File: src/rtl/fetch_unit.sv
// Instruction-fetch front end: credit-limited in-order requests to a variable-latency
// memory, prefetch queue to decode, redirect with stale-response discard.
// Optional performance counters are built when FETCH_PERF_CNT_EN is defined.
module fetch_unit #(
  parameter int              XLEN            = 32,
  parameter logic [XLEN-1:0] RESET_PC        = '0,
  parameter int              QUEUE_DEPTH     = 4,
  parameter int              MAX_OUTSTANDING = 2
) (
  input  logic            clk,
  input  logic            rst,
  output logic            imem_req_valid,
  input  logic            imem_req_ready,
  output logic [XLEN-1:0] imem_req_addr,
  input  logic            imem_resp_valid,
  input  logic [31:0]     imem_resp_data,
  input  logic            redirect_valid,
  input  logic [XLEN-1:0] redirect_pc,
  output logic            instr_valid,
  input  logic            instr_ready,
  output logic [31:0]     instr,
  output logic [XLEN-1:0] instr_pc,
  output logic [XLEN-1:0] instr_pc_plus_4
`ifdef FETCH_PERF_CNT_EN
  ,
  output logic [31:0]     perf_fetched,
  output logic [31:0]     perf_bubble,
  output logic [31:0]     perf_discarded
`endif
);

  localparam int OW = $clog2(MAX_OUTSTANDING + 1);
  localparam int CW = $clog2(QUEUE_DEPTH + 1);
  localparam int PW = $clog2(QUEUE_DEPTH);
  localparam int SW = CW + 1;
  localparam logic [OW-1:0] MAX_OUT = OW'(MAX_OUTSTANDING);
  localparam logic [SW-1:0] DEPTH_S = SW'(QUEUE_DEPTH);

  logic [XLEN-1:0] r_fetch_pc;
  logic [XLEN-1:0] r_resp_pc;
  logic [OW-1:0]   r_outstanding;
  logic [OW-1:0]   r_discard;
  logic [CW-1:0]   r_count;
  logic [PW-1:0]   r_head;
  logic [PW-1:0]   r_tail;
  logic [31:0]     r_data_mem [QUEUE_DEPTH];
  logic [XLEN-1:0] r_pc_mem   [QUEUE_DEPTH];

  logic [XLEN-1:0] w_redirect_pc;
  logic [SW-1:0]   w_inflight;
  logic            w_fire;
  logic            w_resp;
  logic            w_drop;
  logic            w_push;
  logic            w_pop;
  logic            w_unused_pc_lsbs;

  assign w_redirect_pc    = {redirect_pc[XLEN-1:2], 2'b00};
  assign w_unused_pc_lsbs = ^redirect_pc[1:0];

  // Credit check: every in-flight request already owns a queue slot, so pushes never overflow.
  assign w_inflight     = SW'(r_outstanding) + SW'(r_count);
  assign imem_req_valid = !rst && !redirect_valid && (r_outstanding < MAX_OUT) &&
                          (w_inflight < DEPTH_S);
  assign imem_req_addr  = r_fetch_pc;
  assign w_fire         = imem_req_valid && imem_req_ready;

  // A response with nothing outstanding is a protocol violation and is ignored.
  assign w_resp = imem_resp_valid && (r_outstanding != '0);
  assign w_drop = w_resp && (redirect_valid || (r_discard != '0));
  assign w_push = w_resp && !w_drop;
  assign w_pop  = instr_valid && instr_ready && !redirect_valid;

  assign instr_valid     = (r_count != '0);
  assign instr           = r_data_mem[r_head];
  assign instr_pc        = r_pc_mem[r_head];
  assign instr_pc_plus_4 = instr_pc + XLEN'(4);

  // NOTE: sequential state uses non-blocking assignments so every register samples
  // pre-edge values regardless of statement order.
  always_ff @(posedge clk) begin
    if (rst) begin
      r_fetch_pc    <= RESET_PC;
      r_resp_pc     <= RESET_PC;
      r_outstanding <= '0;
      r_discard     <= '0;
      r_count       <= '0;
      r_head        <= '0;
      r_tail        <= '0;
    end else if (redirect_valid) begin
      // Everything still in flight after this cycle's response is stale.
      r_fetch_pc    <= w_redirect_pc;
      r_resp_pc     <= w_redirect_pc;
      r_outstanding <= r_outstanding - OW'(w_resp);
      r_discard     <= r_outstanding - OW'(w_resp);
      r_count       <= '0;
      r_head        <= '0;
      r_tail        <= '0;
    end else begin
      if (w_fire) r_fetch_pc <= r_fetch_pc + XLEN'(4);
      r_outstanding <= r_outstanding + OW'(w_fire) - OW'(w_resp);
      if (w_resp && (r_discard != '0)) r_discard <= r_discard - OW'(1);
      if (w_push) begin
        r_resp_pc <= r_resp_pc + XLEN'(4);
        r_tail    <= r_tail + PW'(1);
      end
      if (w_pop) r_head <= r_head + PW'(1);
      r_count <= r_count + CW'(w_push) - CW'(w_pop);
    end
  end

  // NOTE: queue storage is not reset; r_count alone decides which entries are meaningful.
  always_ff @(posedge clk) begin
    if (w_push) begin
      r_data_mem[r_tail] <= imem_resp_data;
      r_pc_mem[r_tail]   <= r_resp_pc;
    end
  end

`ifdef FETCH_PERF_CNT_EN
  always_ff @(posedge clk) begin
    if (rst) begin
      perf_fetched   <= '0;
      perf_bubble    <= '0;
      perf_discarded <= '0;
    end else begin
      if (w_pop) perf_fetched <= perf_fetched + 32'd1;
      if (instr_ready && !instr_valid && !redirect_valid) perf_bubble <= perf_bubble + 32'd1;
      if (w_drop) perf_discarded <= perf_discarded + 32'd1;
    end
  end
`endif

`ifndef SYNTHESIS
  a_resp_has_request: assert property (@(posedge clk) disable iff (rst)
    imem_resp_valid |-> (r_outstanding != '0));
`endif

endmodule

File: config.mk
export PLATFORM = sky130hd
export DESIGN_NAME = fetch_unit
export DESIGN_NICKNAME = d
export VERILOG_FILES = /design/src/rtl/fetch_unit.sv
export SDC_FILE = /design/constraint.sdc
export NUM_CORES = 1
export LEC_CHECK = 0
export ABC_AREA = 0
export BUFFER_PORTS_ARGS = -buffer_cell sky130_fd_sc_hd__clkbuf_2
export CORE_ASPECT_RATIO = 1.25
export CORE_MARGIN = 8
export CORE_UTILIZATION = 50
export DETAILED_ROUTE_END_ITERATION = 6
export PLACE_DENSITY = 0.79
export REMOVE_ABC_BUFFERS = 1
export SLEW_MARGIN = 25
export SYNTH_ARGS = -nofsm -noshare
export SYNTH_HDL_FRONTEND = slang
export SYNTH_SLANG_ARGS = --single-unit
export TNS_END_PERCENT = 30
File: constraint.sdc
create_clock -name clk -period 4 [get_ports clk]
set_input_delay 0.2 -clock clk [delete_from_list [all_inputs] [get_ports clk]]
set_output_delay 0.2 -clock clk [all_outputs]
set_load 0.01 [all_outputs]
==> impl_metrics.ini <==
[pwr]
power_density_mw_per_mm2 = 446
leakagePower_nw = 5.79
worst_ir_drop_vdd_uv = 315

[cells_and_area]
seq_area_mm2 = 0.00891
final_area_mm2 = 0.0166
syn_to_final_growth_pct = 21.1
multiInputGateArea_mm2 = 0.00442
insertedDiodeCount = 0
fin_nets = 1260
fill_cells = 2026
drive_above_1_share_pct = 28.3

[synth]
yosysUniqueCellTypes = 65
avgSynthCellArea_um2 = 14.8
synthFlopType = edfxtp_1
synth_seq_area_share_pct = 64.9
synthesis.area_mm2 = 0.0137
syn_inst = 926
synth_enable_flop_cells = 248
synth_seq_cells = 321
synth_warnings = 0
async_reset_ff_share_pct = 0

[sta]
rsz0062_at_grt = false
setup_viol = 0
skew_ns = 0.00936
slew_headroom_pct = 47.6
period_needed_ns = 3.53
slew_violations = 0
setup_ws_ns = 0.474
fin_crit_sh_pct = 88.2
finalHoldViolations = 0
worst_pin_slew_ns = 0.783
fmax_mhz = 284

[worst_setup_path]
reg2reg_slack_ns = 0.93
end_kind = output pin
r2r_end = r_outstanding[1]
arrival_ns = 3.33
crit_fanout = 30
cp.required_ns = 3.80
reg2reg_depth = 11
critPathLaunchType = register
r2r-start = r_outstanding[1]
crit_type = register to output pin

[routing]
drc = 0
firstDrtPassIters = 5
wl_um = 30300
via_per_inst = 5.61
post_drt_wl_per_cell_um = 19.6
drtIter0Drc = 584
ant_nets = 0
num_vias = 8685

[global_route]
grt_max_degree = 60
grt_pass1_vias = 8967
grtUsageTotal_pct = 18.1
grt-ovfl-total = 0
antenna_found_initial = 0
grt_pass1_wl_um = 48000

[floorplan]
core_area_mm2 = 0.0273
dieArea_mm2 = 0.0330
start_util_pct = 50.2
pin_count = 200
die_h_um = 201
die_w_um = 164
num_rows = 68

[min_path]
min_path_type = input port to register
hold_end = r_resp_pc[9]
whs_path_depth = 4
holdCritStartpoint = redirect_pc[9]

[clock_network]
clk_latency_ns = 0.54
cts_inserted_buffers = 30
cts-root-buf = clkbuf_16
htree_levels = 1
cts_num_sinks = 321
clockBufferDepth = 3
path_clk_slew_ns = 0.06
cts_tree = yes

[place]
dp_hpwl_um = 20100
place_area_mm2 = 0.0150
pre_cts_ws_ns = 0.964
globalplace.congestion = 0.794
port_buffers = 191

[flow_run]
maxCapViolations = 0

[status]
outcome = finished clean
-- worst max-delay path by stage --
stage | start | to | slack, ns | cells after the start
2_1_floorplan | register | instr_pc_plus_4[16] | -0.61 | 6
3_3_place_gp | register | instr_pc_plus_4[19] | 1.02 | 7
3_5_place_dp | register | instr_pc_plus_4[17] | 0.96 | 7
4_1_cts | register | instr_pc_plus_4[17] | 0.36 | 7
5_1_grt | register | instr_pc_plus_4[27] | 0.22 | 7
6_report | register | instr_pc_plus_4[19] | 0.47 | 7
-- cells by family after synthesis --
group	after synthesis	synth area share, %
adders and majority gates	15	1.42
DFF	321	64.9
xor gates and xnor gates	59	3.77
muxes	66	10.7
other	1	0.0273
and+or+nand+nor	243	9.67
AOI/OAI and AO/OA	133	6.24
buffers and inverters	88	3.25
-- power breakdown --
part | total (mW) | switching [mW] | internal, mW
combinational | 0.727 | 0.412 | 0.315
clock | 2.85 | 1.16 | 1.69
sequential | 3.83 | 0.103 | 3.72
-- sequential cells by signal, indices dropped and copies added (netlist names), named ones only --
register and cells:
r_outstanding 2, r_resp_pc 30, r_tail 2, r_head 2, r_discard 2, r_data_mem 128
r_pc_mem 120, r_count 3, imem_req_addr 30
-- area by class of cell --
type | count | area share [%]
timing repair buffer | 270 | 10.4
tap | 350 | 2.64
clock inverter | 16 | 1.16
sequential | 321 | 53.6
clock buffer | 38 | 4.89
multi-input combinational | 522 | 26.6
inverter | 30 | 0.678
-- cell usage after synthesis, types with 7 or more instances --
master    count  area [um2]
or3_1        11        68.8
a31oi_1      21         131
nand3_1      29         145
a21oi_1      36         180
nand4_1      24         150
xor2_1       17         149
a211oi_1     13        97.6
mux4_2       54        1220
and3_1       12        75.1
nand2_1      54         203
nor3_1        8        40.0
nor4_1        8        50.1
dfxtp_1      73        1460
buf_2         9        45.0
and4_1        7        61.3
o21ai_0      27         135
nor2_1       56         210
edfxtp_1    248        7450
buf_4        13        97.6
mux4_1        8         210
ha_1         14         175
xnor2_1      42         368
clkbuf_1     28         105
inv_1        28         105
-- critical path, cell delays in order, from the launching register on --
cell	delay, ns
dfxtp_4	0.44
buf_4	0.52
mux4_2	0.47
nand3_4	0.13
nor4_4	0.62
nand3_1	0.18
xnor2_1	0.23
clkbuf_2	0.17
-- what timing repair did --
action	4_1_cts	5_1_grt
hold buffers	61	0
setup buffers	0	0
gates resized for setup	0	0
endpoints found under the setup margin	0	0
endpoints found under the hold margin	184	0
-- metal layers --
metal	part of all wire, %	vias up	wire length [um]	GRT usage [%]
li1	-	4084	-	-
met3	5.4	45	1640	2.39
met4	2.0	0	592	5.20
met5	0	-	0	0
met1	41	4286	12400	22.4
met2	52	270	15700	32.3
-- cells in the final DEF, fill, tap and decap left out, types with 14 or more instances in the layout --
| master | synthesis | final |
|---|---|---|
| a21oi_1 | 36 | 36 |
| a31oi_1 | 21 | 21 |
| buf_4 | 13 | 16 |
| clkbuf_16 | 0 | 31 |
| clkbuf_2 | 0 | 191 |
| dfxtp_1 | 73 | 71 |
| dlygate4sd3_1 | 0 | 61 |
| edfxtp_1 | 248 | 248 |
| ha_1 | 14 | 14 |
| inv_1 | 28 | 28 |
| mux4_2 | 54 | 54 |
| nand2_1 | 54 | 54 |
| nand3_1 | 29 | 29 |
| nand4_1 | 24 | 24 |
| nor2_1 | 56 | 56 |
| o21ai_0 | 27 | 27 |
| xnor2_1 | 42 | 42 |
| xor2_1 | 17 | 17 |
-- stage by stage --
| step | util, % | hold slack, ns | setup TNS [ns] | instances | total power [mW] |
|---|---|---|---|---|---|
| final | 60.8 | 0.0412 | 0 | 1547 | 7.40 |
| after floorplan | - | 0.269 | -11.58 | 873 | 4.27 |
| after global routing | 60.8 | 0.0501 | 0 | 1547 | 7.68 |
| after CTS | 60.8 | 0.00267 | 0 | 1547 | 7.48 |
| after detailed placement | 54.9 | 0.423 | 0 | 1432 | 4.58 |
| after global placement | 54.9 | 0.415 | 0 | 1432 | 4.55 |
Power figures use the tool's default switching activity.
